===== src/rtl/matrix_pwm_scheduler.sv =====
// Per-output-phase A/B/C dwell scheduler feeding DesiredLoad of one
// matrix-converter commutation FSM, with min-dwell folding and fault safing.
module matrix_pwm_scheduler #(
  parameter int CNT_W     = 12,
  parameter int MIN_DWELL = 8
) (
  input  logic             clk,
  input  logic             rst,
  input  logic             en,
  input  logic             cfg_valid,
  output logic             cfg_ready,
  input  logic [CNT_W-1:0] period,
  input  logic [CNT_W-1:0] duty_a,
  input  logic [CNT_W-1:0] duty_b,
  input  logic [CNT_W-1:0] duty_c,
  input  logic             fault,
  output logic [1:0]       DesiredLoad,
  output logic             fsm_rst,
  output logic             period_start,
  output logic             cfg_err,
  output logic             busy
);

  typedef enum logic [2:0] {
    S_IDLE,
    S_RUN_A,
    S_RUN_B,
    S_RUN_C,
    S_SAFE
  } state_e;

  localparam logic [CNT_W+1:0] MIN_PER = (CNT_W+2)'(3*MIN_DWELL);
  localparam logic [CNT_W-1:0] MIN_D   = CNT_W'(MIN_DWELL);
  localparam logic [CNT_W-1:0] ONE     = CNT_W'(1);

  state_e           state_q, state_d;
  logic [CNT_W-1:0] cnt_q, cnt_d;
  logic [CNT_W-1:0] sh_a_q, sh_a_d;
  logic [CNT_W-1:0] sh_b_q, sh_b_d;
  logic [CNT_W-1:0] sh_c_q, sh_c_d;
  logic [CNT_W-1:0] ea_q, ea_d;
  logic [CNT_W-1:0] eb_q, eb_d;
  logic [CNT_W-1:0] ec_q, ec_d;
  logic             pend_q, pend_d;
  logic             has_q, has_d;
  logic             ps_q, ps_d;
  logic             err_q, err_d;

  logic [CNT_W+1:0] sum;
  logic             cfg_ok;
  logic             accept;
  logic             sk_a, sk_b, sk_c;
  logic [CNT_W-1:0] fa, fb, fc;
  logic [CNT_W-1:0] na, nb, nc;
  logic             start;
  logic             wrap;

  assign sum = {2'b00, duty_a} + {2'b00, duty_b}
             + {2'b00, duty_c};
  assign cfg_ok = (sum == {2'b00, period})
               && ({2'b00, period} >= MIN_PER);
  assign cfg_ready = ~pend_q;
  assign accept    = cfg_valid & ~pend_q;

  // Short dwells fold into the nearest preceding kept segment,
  // or the nearest following one when nothing precedes.
  always_comb begin
    sk_a = sh_a_q < MIN_D;
    sk_b = sh_b_q < MIN_D;
    sk_c = sh_c_q < MIN_D;
    fa = sk_a ? '0 : sh_a_q;
    fb = sk_b ? '0 : sh_b_q;
    fc = sk_c ? '0 : sh_c_q;
    if (sk_a) begin
      if (!sk_b) fb = fb + sh_a_q;
      else       fc = fc + sh_a_q;
    end
    if (sk_b) begin
      if (!sk_a) fa = fa + sh_b_q;
      else       fc = fc + sh_b_q;
    end
    if (sk_c) begin
      if (!sk_b) fb = fb + sh_c_q;
      else       fa = fa + sh_c_q;
    end
  end

  assign na = pend_q ? fa : ea_q;
  assign nb = pend_q ? fb : eb_q;
  assign nc = pend_q ? fc : ec_q;

  always_comb begin
    state_d = state_q;
    cnt_d   = cnt_q;
    sh_a_d  = sh_a_q;
    sh_b_d  = sh_b_q;
    sh_c_d  = sh_c_q;
    ea_d    = ea_q;
    eb_d    = eb_q;
    ec_d    = ec_q;
    pend_d  = pend_q;
    has_d   = has_q;
    ps_d    = 1'b0;
    err_d   = 1'b0;
    start   = 1'b0;
    wrap    = 1'b0;

    if (accept) begin
      if (cfg_ok) begin
        sh_a_d = duty_a;
        sh_b_d = duty_b;
        sh_c_d = duty_c;
        pend_d = 1'b1;
      end else begin
        err_d = 1'b1;
      end
    end

    if (fault) begin
      state_d = S_SAFE;
    end else begin
      unique case (state_q)
        S_IDLE: begin
          if (en && (has_q || pend_q)) start = 1'b1;
        end
        S_RUN_A: begin
          if (cnt_q != '0) begin
            cnt_d = cnt_q - ONE;
          end else if (eb_q != '0) begin
            state_d = S_RUN_B;
            cnt_d   = eb_q - ONE;
          end else if (ec_q != '0) begin
            state_d = S_RUN_C;
            cnt_d   = ec_q - ONE;
          end else begin
            wrap = 1'b1;
          end
        end
        S_RUN_B: begin
          if (cnt_q != '0) begin
            cnt_d = cnt_q - ONE;
          end else if (ec_q != '0) begin
            state_d = S_RUN_C;
            cnt_d   = ec_q - ONE;
          end else begin
            wrap = 1'b1;
          end
        end
        S_RUN_C: begin
          if (cnt_q != '0) cnt_d = cnt_q - ONE;
          else             wrap  = 1'b1;
        end
        S_SAFE: begin
          if (!en) state_d = S_IDLE;
        end
        default: state_d = S_IDLE;
      endcase
    end

    if (wrap) begin
      if (en) start   = 1'b1;
      else    state_d = S_IDLE;
    end

    if (start) begin
      if (pend_q) begin
        ea_d   = fa;
        eb_d   = fb;
        ec_d   = fc;
        pend_d = 1'b0;
        has_d  = 1'b1;
      end
      ps_d = 1'b1;
      if (na != '0) begin
        state_d = S_RUN_A;
        cnt_d   = na - ONE;
      end else if (nb != '0) begin
        state_d = S_RUN_B;
        cnt_d   = nb - ONE;
      end else begin
        state_d = S_RUN_C;
        cnt_d   = nc - ONE;
      end
    end
  end

  always_ff @(posedge clk or negedge rst) begin
    if (!rst) begin
      state_q <= S_IDLE;
      cnt_q   <= '0;
      sh_a_q  <= '0;
      sh_b_q  <= '0;
      sh_c_q  <= '0;
      ea_q    <= '0;
      eb_q    <= '0;
      ec_q    <= '0;
      pend_q  <= 1'b0;
      has_q   <= 1'b0;
      ps_q    <= 1'b0;
      err_q   <= 1'b0;
    end else begin
      state_q <= state_d;
      cnt_q   <= cnt_d;
      sh_a_q  <= sh_a_d;
      sh_b_q  <= sh_b_d;
      sh_c_q  <= sh_c_d;
      ea_q    <= ea_d;
      eb_q    <= eb_d;
      ec_q    <= ec_d;
      pend_q  <= pend_d;
      has_q   <= has_d;
      ps_q    <= ps_d;
      err_q   <= err_d;
    end
  end

  always_comb begin
    DesiredLoad = 2'b00;
    fsm_rst     = 1'b1;
    busy        = 1'b0;
    unique case (state_q)
      S_RUN_A: begin
        DesiredLoad = 2'b01;
        fsm_rst     = 1'b0;
        busy        = 1'b1;
      end
      S_RUN_B: begin
        DesiredLoad = 2'b10;
        fsm_rst     = 1'b0;
        busy        = 1'b1;
      end
      S_RUN_C: begin
        DesiredLoad = 2'b11;
        fsm_rst     = 1'b0;
        busy        = 1'b1;
      end
      default: begin
        DesiredLoad = 2'b00;
      end
    endcase
  end

  assign period_start = ps_q;
  assign cfg_err      = err_q;

endmodule


===== config.mk =====
export PLATFORM = sky130hd
export DESIGN_NAME = matrix_pwm_scheduler
export DESIGN_NICKNAME = d
export VERILOG_FILES = /design/src/rtl/matrix_pwm_scheduler.sv
export SDC_FILE = /design/constraint.sdc
export NUM_CORES = 1
export LEC_CHECK = 0
export BUFFER_PORTS_ARGS = -buffer_cell sky130_fd_sc_hd__buf_2
export CORE_MARGIN = 2
export CORE_UTILIZATION = 50
export CTS_CLUSTER_DIAMETER = 80
export CTS_CLUSTER_SIZE = 24
export DETAILED_ROUTE_END_ITERATION = 8
export HOLD_SLACK_MARGIN = 0.1
export PLACE_DENSITY = 0.73
export SYNTH_ARGS = -nofsm -noshare
export SYNTH_HDL_FRONTEND = slang
export SYNTH_SLANG_ARGS = --single-unit

===== constraint.sdc =====
create_clock -name clk -period 12.2 [get_ports clk]
set_clock_uncertainty 0.2 [all_clocks]
set_input_delay 1.83 -clock clk [delete_from_list [all_inputs] [get_ports clk]]
set_output_delay 1.83 -clock clk [all_outputs]
set_load 0.1 [all_outputs]

-- Word level (Yosys, flattened, before mapping)
Index checks and enable logic that the tools add are counted.
- register bits after elaboration: 91
- output and inout bits: 7
- bits of input ports: 53
- order comparisons: 4
- add/sub/neg operators: 14
- reductions and logical operators: 15
- muxes and demuxes: 62
- equal/unequal tests: 7
- bitwise operators: 2
- operators with widths (operator ; count):
    $mux 12 ; 27
    $add 12x12->12 ; 6
    $sub 12x1->12 const B ; 6
    $reduce_bool 12->1 ; 5
    $lt 12x4->1 const B ; 3
    $pmux 12 s3 ; 1
    $mux 3 ; 9
    $mux 1 ; 21
    $add 13x12->14 ; 1
    $eq 14x12->1 ; 1
    $add 12x12->13 ; 1
    $ge 12x5->1 const B ; 1
    $pmux 3 s4 ; 1
    $eq 3x2->1 const B ; 2
    $pmux 2 s3 ; 1
    $reduce_and 2->1 ; 2
    $reduce_bool 4->1 ; 1
    $eq 3x1->1 const B ; 1
    $eq 3x3->1 const B ; 1
    $logic_not 3->1 ; 1
    $ne 3x3->1 const B ; 1
    $pmux 1 s3 ; 1
    $reduce_and 3->1 ; 1
    $reduce_or 3->1 ; 1
    7 further kinds ; 8

-- Depth between registers and ports, before layout
Gate-level depths: netlist (run 1).
- word-level depth: 13
- depth in mapped cells: 33
- gate-level depth less buffers: 29

-- Worst setup path after synthesis (run 1)
Ideal clock, no wire load.
- kind: flip-flop to flip-flop
- start: reg sh_b_q[8]
- end: reg cnt_q[6]
- arrival: 6399 ps
- stages on the path, launching flop included: 31
- slack: 5460 ps
- buffers on the path: 4
- data required time: 11859 ps
- cells stage by stage: dfrtp_1 > or4_4 > or3_4 > buf_6 > buf_2 > buf_6 > and2_1 > ha_1 > fa_1 > and2_1 > o41ai_1 > o32a_1 > a22o_1 > ha_1 > a21oi_1 > nor2b_1 > a311oi_1 > mux2i_1 > a21oi_1 > a21oi_1 > nor4_2 > nor2b_4 > buf_6 > nand3_1 > o21ai_0 > a21boi_0 > ha_1 > nand2_1 > a21oi_2 > a311oi_1 > a31oi_1
- cells in the longest elaborated chain, start to end: 13
- elaborated cells on any way between the ends: 30
- those cells by class: add/sub (8); order compare (1); mux (19); reduce/logical (2)
- RTL lines (what ; line ; text):
    start, declared ; 39 ; logic [CNT_W-1:0] sh_b_q, sh_b_d;
    start signal, assigned ; 192 ; sh_b_q <= '0;
    start signal, assigned ; 205 ; sh_b_q <= sh_b_d;
    $lt 12x4->1 ; 69 ; sk_b = sh_b_q < MIN_D;
    $mux 12 ; 72 ; fb = sk_b ? '0 : sh_b_q;
    $add 12x12->12 ; 75 ; if (!sk_b) fb = fb + sh_a_q;
    $mux 12 ; 75 ;
    $mux 12 ; 74 ; if (sk_a) begin
    $add 12x12->12 ; 83 ; if (!sk_b) fb = fb + sh_c_q;
    $mux 12 ; 83 ;
    $mux 12 ; 82 ; if (sk_c) begin
    $mux 12 ; - ;
    $sub 12x1->12 / $reduce_bool 12->1 (equally long branches) ; 179, 177 ;
    $mux 12 ; 177 ; end else if (nb != '0) begin
    $mux 12 (*) ; 174 ; if (na != '0) begin
    $mux 12 (*) ; 165 ; if (start) begin
    end signal, assigned ; 203 ; cnt_q <= cnt_d;
    end, declared ; 37 ; logic [CNT_W-1:0] cnt_q, cnt_d;
Mark *: on every way between the ends. The rest lies on a longest branch, timed or not.
A chain may end at the register's enable or synchronous reset.

-- Final worst setup path (run 1)
- start: reg sh_a_q[11]
- end: reg cnt_q[6]
- cells in the longest elaborated chain, start to end: 12
- elaborated cells on any way between the ends: 29
- those cells by class: add/sub (8); order compare (1); mux (18); reduce/logical (2)
- RTL lines (what ; line ; text):
    start, declared ; 38 ; logic [CNT_W-1:0] sh_a_q, sh_a_d;
    start signal, assigned ; 191 ; sh_a_q <= '0;
    start signal, assigned ; 204 ; sh_a_q <= sh_a_d;
    $lt 12x4->1 ; 68 ; sk_a = sh_a_q < MIN_D;
    $mux 12 ; 71 ; fa = sk_a ? '0 : sh_a_q;
    $add 12x12->12 ; 79 ; if (!sk_a) fa = fa + sh_b_q;
    $mux 12 ; 79 ;
    $mux 12 ; 78 ; if (sk_b) begin
    $add 12x12->12 ; 84 ; else fa = fa + sh_c_q;
    $mux 12 ; 83 ;
    $mux 12 ; 82 ;
    $mux 12 ; - ;
    $sub 12x1->12 / $reduce_bool 12->1 (equally long branches) ; 176, 174 ;
    $mux 12 (*) ; 174 ;
    $mux 12 (*) ; 165 ;
Marked as above.

==> results_dict.tcl, run 1 <==
set metrics [dict create \
    outcome "finished, final reports clean" \
    cts-root-buf "clkbuf_16" \
    drc_errors 0 \
    synthFlopType "dfrtp_1" \
    grt_pass1_vias 9682 \
    hpwl_um 25500 \
    fp-row-count 52 \
    final_cell_mix "nand2_1, o21ai_0, nor2_1, a21oi_1, dfrtp_1" \
    powerDensity_nw_per_um2 131 \
    synth_top_cell_by_area "dfrtp_1" \
    finalSetupViolations 0 \
    yosysSeqAreaShare 0.217 \
    synth_edf_count 0 \
    cp_max_fo 22 \
    grt_pass1_wl_um 52600 \
    period_share 0.654 \
    vdd_drop_max_mv 0.0846 \
    yosys_warnings 0 \
    synthTopCellsByArea "dfrtp_1, ha_1, o21ai_0, nand2_1, a21oi_1" \
    cap_viol_max_count 0 \
    async_flop_share 1.00 \
    place_congestion 1.00 \
    initial_core_util 0.513 \
    dr.pass1.iters 7 \
    fp.dieH_um 149 \
    fmax_ghz 0.125 \
    layout.nets 1470 \
    criticalPathCategory "reg2reg" \
    critPathRequiredTime_ns 12.23 \
    clk_path_buf_depth 2 \
    antenna_left 0 \
    grtUsageTotal 0.300 \
    tightest_slew_ns 1.07 \
    syn_inst 1319 \
    leakage_nw 5.05 \
    relSlewSlack 0.277 \
    pre_cts_slack_ns 4.47 \
    port_buffers 59 \
    antennaDiodeCount 0 \
    die_w_um 149 \
    synthDominantCellAreaShare 0.217 \
    finalHoldViolCount 0 \
    fillers 1918 \
    wirelength_um 32700 \
    cts_hold_buf 0 \
    rsz0062_at_grt "no" \
    syn_to_final_growth_pct 6.19 \
    tritoncts.num_buffers 9 \
    syn_nets 1469 \
    drt_iter0_markers 1047 \
    cp_data_arrival_time_ns 8.00 \
    antenna_found_initial 0 \
    drive_above_1_share 0.134 \
    post_cts_resized 0 \
    cp-end-kind "flip-flop" \
    timing.final.ws_setup_ns 4.22 \
    cts-htree-levels 3 \
    period_minus_slack_ns 7.98 \
    synth_cell_types 91 \
    clock-sinks 91 \
    fin_tns_setup_ns 0 \
    synth.avg_cell_area_um2 7.95 \
    final_common_cell "nand2_1" \
    tritoncts "done" \
    grt_max_degree 69 \
    core_area_um2 20400 \
    wl_per_cell_um 20.5 \
    cts_setup_buffers 0 \
    timing.hold.worst.class "reg2reg" \
    start_kind "flip-flop" \
    grt-ovfl-total 0 \
    synthesis.area_um2 10500 \
    vias 10400 \
    ys_seq_elements 91 \
    io-pin-count 60 \
    clk_pin_slew_ns 0.07 \
    worstSkewPairLatency_ns 0.36 \
    vias_per_cell 6.55 \
    slew_viol_final 0 \
    die-area_um2 22100 \
]
==> worst max-delay path, cell delays in order (launching register included) <==
cell and delay, ns:
dfrtp_1 0.48, nor3_1 0.58, nand3_1 0.82, and2_1 0.46, ha_1 0.23, fa_1 0.46, a31oi_1 0.39, nand2_1 0.12
xnor2_1 0.32, o21ai_0 0.13, ha_1 0.37, o21a_1 0.15, a211oi_1 0.37, o32ai_1 0.18, o21a_1 0.21, o21ai_0 0.17
nand3b_1 0.14, a41oi_1 0.50, nor4_4 0.10, buf_4 0.23, a21boi_0 0.25, ha_1 0.21, nand2_1 0.06, a21oi_2 0.26
a21oi_1 0.11, a311oi_1 0.26, a31oi_1 0.07
==> final cells by class <==
type	instances	area, µm²	share of cell area
flip-flops and latches	91	2280	0.205
clock buffers	9	225	0.0202
well taps	270	338	0.0303
inverters	41	154	0.0138
multi-input cells	1104	7690	0.690
clock inverters	6	48.8	0.00438
repair buffers	73	403	0.0362
==> state kept, by name (all words and copies together), names as in the netlist <==
name,count
cfg_err,1
cnt_q,12
ea_q,12
eb_q,12
ec_q,12
has_q,1
pend_q,1
period_start,1
sh_a_q,12
sh_b_q,12
sh_c_q,12
state_q,3
==> through the flow <==
stage	cell area (µm²)	hold WS (ns)	util	total power, mW	std cells
2_1_floorplan	10500	0.229	-	0.986	1319
3_3_place_gp	10900	0.248	0.532	1.16	1579
3_5_place_dp	10900	0.252	0.532	1.18	1579
4_1_cts	11100	0.271	0.545	1.45	1594
5_1_grt	11100	0.300	0.545	1.56	1594
6_report	11100	0.271	0.545	1.46	1594
==> power by group <==
| part | switching (mW) | total (mW) | internal (mW) |
|---|---|---|---|
| clock network | 0.135 | 0.275 | 0.140 |
| logic | 0.459 | 0.743 | 0.284 |
| registers | 0.0831 | 0.444 | 0.361 |
| total | 0.678 | 1.46 | 0.784 |
==> cells by family (layout without fill, tap and decap cells) <==
group / after synthesis / after routing / synth area share
buffers and inverters: 124 / 129 / 0.0500
XOR/XNOR: 85 / 85 / 0.0710
AO/OA/AOI/OAI: 431 / 431 / 0.271
multiplexers: 50 / 50 / 0.0524
AND/OR/NAND/NOR: 440 / 440 / 0.208
flip-flops: 91 / 91 / 0.217
adder cells (fa/ha/maj): 98 / 98 / 0.130
==> worst paths after layout <==
check | from | to | slack, ns | cells after the start
max | sh_a_q[11] | cnt_q[6] | 4.22 | 26
min | has_q | has_q | 0.27 | 1
max reg2reg | sh_a_q[11] | cnt_q[6] | 4.22 | 26
min reg2reg | has_q | has_q | 0.27 | 1
max in group asynchronous | rst | pend_q | 9.46 | 2
min in group asynchronous | rst | cnt_q[3] | 1.21 | 1
==> synth_stat cells, drive strengths merged (27+ instances only) <==
master and number:
nand2 151, o21ai 125, nor2 105, a21oi 98, dfrtp 91, ha 78
clkbuf 61, xnor2 51, nor3 44, inv 40, mux2 39, xor2 34
nand3 27
==> per-layer routing <==
layer	up-vias	wire length (µm)	global-route usage
met5	-	0	0
met4	0	1330	0.116
met3	96	2360	0.0376
met2	506	15100	0.497
met1	4956	13900	0.402
li1	4881	-	-
(Power assumes the default switching activity.)
==> run 2, diff against run 1 <==
--- a/config.mk
+++ b/config.mk
@@ -12,7 +12,7 @@
 export CTS_CLUSTER_SIZE = 24
 export DETAILED_ROUTE_END_ITERATION = 8
 export HOLD_SLACK_MARGIN = 0.1
-export PLACE_DENSITY = 0.73
+export PLACE_DENSITY = 0.76
 export SYNTH_ARGS = -nofsm -noshare
 export SYNTH_HDL_FRONTEND = slang
 export SYNTH_SLANG_ARGS = --single-unit
==> constraint.sdc (replaced) <==
create_clock -name clk -period 7.2 [get_ports clk]
set_clock_uncertainty 0.2 [all_clocks]
set_input_delay 1.08 -clock clk [delete_from_list [all_inputs] [get_ports clk]]
set_output_delay 1.08 -clock clk [all_outputs]
set_load 0.1 [all_outputs]
==> results_dict.tcl, run 2 (synthesis results as in run 1) <==
set metrics [dict create \
    wl_per_cell_um 20.8 \
    fillers 1885 \
    die_w_um 149 \
    leakage_nw 5.28 \
    finalHoldViolCount 0 \
    fin_tns_setup_ns 0 \
    powerDensity_nw_per_um2 223 \
    die-area_um2 22100 \
    hpwl_um 26400 \
    crit_slowest_cell "or4_1" \
    port_buffers 59 \
    grt-ovfl-total 0 \
    antennaDiodeCount 0 \
    io-pin-count 60 \
    final_common_cell "nand2_1" \
    rsz0062_at_grt "no" \
    period_minus_slack_ns 6.95 \
    timing.hold.worst.class "reg2reg" \
    cts-root-buf "clkbuf_16" \
    dr.pass1.iters 5 \
    final_cell_area_um2 11500 \
    grt_pass1_wl_um 53200 \
    tritoncts.num_buffers 9 \
    cap_viol_max_count 0 \
    fp-row-count 52 \
    critPathRequiredTime_ns 7.31 \
    antenna_found_initial 0 \
    vias_per_cell 6.40 \
    r2r_slack_ns 0.25 \
    cts_hold_buf 0 \
    drive_above_1_share 0.163 \
    relSlewSlack 0.383 \
    start_kind "flip-flop" \
    placed_area_um2 11100 \
    wirelength_um 34000 \
    final_util 0.563 \
    syn_to_final_growth_pct 9.67 \
    grt_pass1_vias 9770 \
    place_congestion 1.02 \
    grtUsageTotal 0.308 \
    cp-end-kind "flip-flop" \
    antenna_left 0 \
    cp_max_fo 14 \
    final_cell_mix "nand2_1, o21ai_0, nor2_1, a21oi_1, dfrtp_1" \
    slew_viol_final 0 \
    vias 10400 \
    clk_pin_slew_ns 0.07 \
    cpPeakStageDelay_ns 0.79 \
    cts-htree-levels 3 \
    fp.dieH_um 149 \
    tightest_slew_ns 0.923 \
    tritoncts "done" \
    drc_errors 0 \
    outcome "finished, final reports clean" \
    period_share 0.965 \
    drt_iter0_markers 984 \
    vdd_drop_max_mv 0.129 \
    fmax_ghz 0.144 \
    worstSkewPairLatency_ns 0.37 \
    criticalPathCategory "reg2reg" \
    clock-sinks 91 \
    cp_data_arrival_time_ns 7.05 \
    core_area_um2 20400 \
    initial_core_util 0.513 \
    clk_path_buf_depth 2 \
    layout.nets 1508 \
    grt_max_degree 69 \
    finalSetupViolations 0 \
]
==> run 2: worst paths after layout <==
path / cells past startpoint / to / start
hold / removal: 1 / has_q / has_q
max in group asynchronous: 2 / period_start / rst
min in group asynchronous: 1 / eb_q[0] / rst
hold reg to reg: 1 / has_q / has_q
setup reg to reg: 25 / cnt_q[11] / sh_c_q[9]
setup / recovery: 25 / cnt_q[11] / sh_c_q[9]
==> run 2: per-stage QoR <==
| step | power, mW | hold WS, ns | setup WS (ns) | std cells |
|---|---|---|---|---|
| after floorplan | 1.67 | 0.229 | 0.460 | 1319 |
| after global placement | 2.00 | 0.246 | 0.564 | 1616 |
| after detailed placement | 2.02 | 0.247 | 0.222 | 1616 |
| after CTS | 2.53 | 0.268 | 0.196 | 1632 |
| after global routing | 2.72 | 0.291 | 0.0263 | 1633 |
| final | 2.56 | 0.264 | 0.253 | 1633 |
==> run 2: power by group <==
part	total [mW]	switching (mW)	internal [mW]
clock network	0.504	0.228	0.276
logic	1.32	0.797	0.518
registers	0.745	0.134	0.611
==> run 2: area by class of cell <==
class | count | area, µm² | share of cell area
Multi-Input combinational cell | 1104 | 7730 | 0.672
Timing Repair Buffer | 111 | 688 | 0.0598
Tap cell | 270 | 338 | 0.0294
Sequential cell | 91 | 2280 | 0.198
Clock buffer | 13 | 280 | 0.0244
Inverter | 41 | 154 | 0.0134
Clock inverter | 3 | 28.8 | 0.00250
==> run 2: repair_timing <==
item,CTS,global route
hold endpoints to repair,0,0
resized for setup,0,8
endpoints found under the setup margin,0,8
setup buffers,0,1
==> run 2: metal layers <==
metal	routed length [µm]	part of all wire	GRT usage	up-vias
li1	-	-	-	4945
met1	14400	0.42	0.403	4953
met2	15700	0.46	0.506	452
met3	2310	0.068	0.0465	97
met4	1660	0.049	0.142	0
met5	0	0	0	-
==> run 2: worst max-delay path: cells and delay by family, from the launching register on <==
| family | cells | cell delay (ns) |
|---|---|---|
| simple gates | 8 | 2.66 |
| compound gates | 10 | 2.54 |
| fa+ha+maj | 3 | 0.72 |
| flops | 1 | 0.41 |
| xor+xnor | 2 | 0.24 |
| buf+inv | 1 | 0.07 |
| mux | 1 | 0.07 |
==> run 3, diff against run 2 <==
--- a/config.mk
+++ b/config.mk
@@ -11,6 +11,7 @@
 export CTS_CLUSTER_DIAMETER = 80
 export CTS_CLUSTER_SIZE = 24
 export DETAILED_ROUTE_END_ITERATION = 8
+export GPL_TIMING_DRIVEN = 0
 export HOLD_SLACK_MARGIN = 0.1
 export PLACE_DENSITY = 0.76
 export SYNTH_ARGS = -nofsm -noshare
==> results_dict.tcl, run 3 (synthesis results as in run 1) <==
set metrics [dict create \
    cts-root-buf "clkbuf_16" \
    grt_pass1_wl_um 57300 \
    worstSkewPairLatency_ns 0.36 \
    cp-end-kind "flip-flop" \
    fp-row-count 52 \
    cp_data_arrival_time_ns 7.12 \
    slew_viol_final 0 \
    fillers 1894 \
    powerDensity_nw_per_um2 217 \
    hpwl_um 28000 \
    tritoncts.num_buffers 9 \
    vias 11000 \
    fp.dieH_um 149 \
    relSlewSlack 0.228 \
    dr.pass1.iters 6 \
    pwr-share-seq 0.283 \
    critPathRequiredTime_ns 7.21 \
    tightest_slew_ns 1.15 \
    wl_per_cell_um 21.7 \
    grt_pass1_vias 10400 \
    criticalPathCategory "reg2reg" \
    outcome "finished, final reports clean" \
    finalSetupViolations 0 \
    intPower_mw 1.40 \
    cp_max_fo 11 \
    period_share 0.988 \
    dp.cells 1649 \
    p_sw_mw 1.24 \
    final_cell_area_um2 12200 \
    drt_iter0_markers 1077 \
    cts-htree-levels 3 \
    die_w_um 149 \
    period_minus_slack_ns 7.11 \
    multi_input_area_um2 8130 \
    clk_path_buf_depth 2 \
    leakage_nw 5.44 \
    finalHoldViolCount 0 \
    crit_slowest_cell "or4_4" \
    grtUsageTotal 0.334 \
    syn_to_final_growth_pct 16.3 \
    regArea_um2 2290 \
    comb_power_share 0.539 \
    drc_errors 0 \
    place_congestion 0.953 \
    vias_per_cell 6.45 \
    layout.nets 1580 \
    path_buf_inv 4 \
    cpPeakStageDelay_ns 0.54 \
    drive_above_1_share 0.206 \
    p_sw_frac 0.470 \
    cap_viol_max_count 0 \
    timing.hold.worst.class "reg2reg" \
    start_kind "flip-flop" \
    antenna_left 0 \
    final_cell_mix "nand2_1, o21ai_0, nor2_1, a21oi_1, dfrtp_1" \
    fmax_ghz 0.141 \
    io-pin-count 60 \
    final_common_cell "nand2_1" \
    clk_pin_slew_ns 0.08 \
    core_area_um2 20400 \
    critPathTopFamily "simple AND/OR/NAND/NOR gates" \
    grt-ovfl-total 0 \
    grt_max_degree 64 \
    clock-sinks 91 \
    vdd_drop_max_mv 0.145 \
    placed_area_um2 11100 \
    fin_cells 1705 \
    clkPwrFrac 0.179 \
    cpMostUsedCell "buf_6" \
    port_buffers 59 \
    antennaDiodeCount 0 \
    die-area_um2 22100 \
    tritoncts "done" \
    initial_core_util 0.513 \
    wirelength_um 37000 \
    antenna_found_initial 0 \
]
-- run 3: cell count changes in the layout (fill, tap and decap cells not counted), sizes merged --
cell      before  now
inv           41   43
clkinv         3    2
clkinvlp       0    2
buf          111  123
clkbuf        13   70
-- run 3: routing by layer --
metal	track usage	vias to the layer above	wire length [µm]	part of all wire
li1	-	5090	-	-
met1	0.430	5199	15100	0.41
met2	0.539	553	16600	0.45
met3	0.0673	148	3070	0.083
met4	0.165	0	2130	0.058
met5	0	-	0	0
-- run 3: final timing paths --
kind,from,to,slack (ns),cells after the start
worst max register to register,sh_b_q[9],cnt_q[4],0.09,31
worst min register to register,has_q,has_q,0.26,1
max in group asynchronous,rst,sh_b_q[9],5.65,2
min in group asynchronous,rst,cnt_q[3],0.45,1
worst max-delay path,sh_b_q[9],cnt_q[4],0.09,31
worst min-delay path,has_q,has_q,0.26,1
-- run 3: worst reg2reg max path: cells and delay by family, from the launching register on --
family / cells / cell delay [ns]
XOR/XNOR: 2 / 0.40
buffers and inverters: 4 / 0.66
multiplexers: 1 / 0.11
AO/OA/AOI/OAI: 10 / 1.58
adder cells (fa/ha/maj): 4 / 1.13
AND/OR/NAND/NOR: 10 / 2.46
flip-flops: 1 / 0.42
-- run 3: through the flow --
step / setup WS, ns / total power [mW] / utilization / TNS [ns] / hold slack, ns
after floorplan: 0.460 / 1.67 / - / 0 / 0.229
after global placement: -1.32 / 2.02 / 0.544 / -10.49 / 0.248
after detailed placement: -1.25 / 2.04 / 0.546 / -9.55 / 0.249
after CTS: 0.00662 / 2.57 / 0.579 / 0 / 0.270
after global routing: -0.121 / 2.80 / 0.597 / -0.485 / 0.284
final: 0.0894 / 2.64 / 0.597 / 0 / 0.261
-- run 3: what timing repair did --
action / CTS / global route
endpoints found under the setup margin: 14 / 9
hold buffers: 0 / 0
buffers inserted: 19 / 22
resized for setup: 61 / 49
pin swaps: 16 / 32
-- run 3: area by class of cell --
class | instances | area share
multi-input cells | 1104 | 0.667
repair buffers | 101 | 0.0519
clock inverters | 6 | 0.00400
flip-flops and latches | 91 | 0.188
clock buffers | 10 | 0.0188
inverters | 41 | 0.0126
plain buffers | 82 | 0.0305
well taps | 270 | 0.0277
-- run 3: power groups by stage --
stage	clock (mW)	combinational, mW	sequential, mW
2_1_floorplan	0	0.954	0.717
3_3_place_gp	0	1.28	0.746
3_5_place_dp	0	1.29	0.750
4_1_cts	0.474	1.35	0.741
5_1_grt	0.491	1.55	0.761
6_report	0.472	1.42	0.748
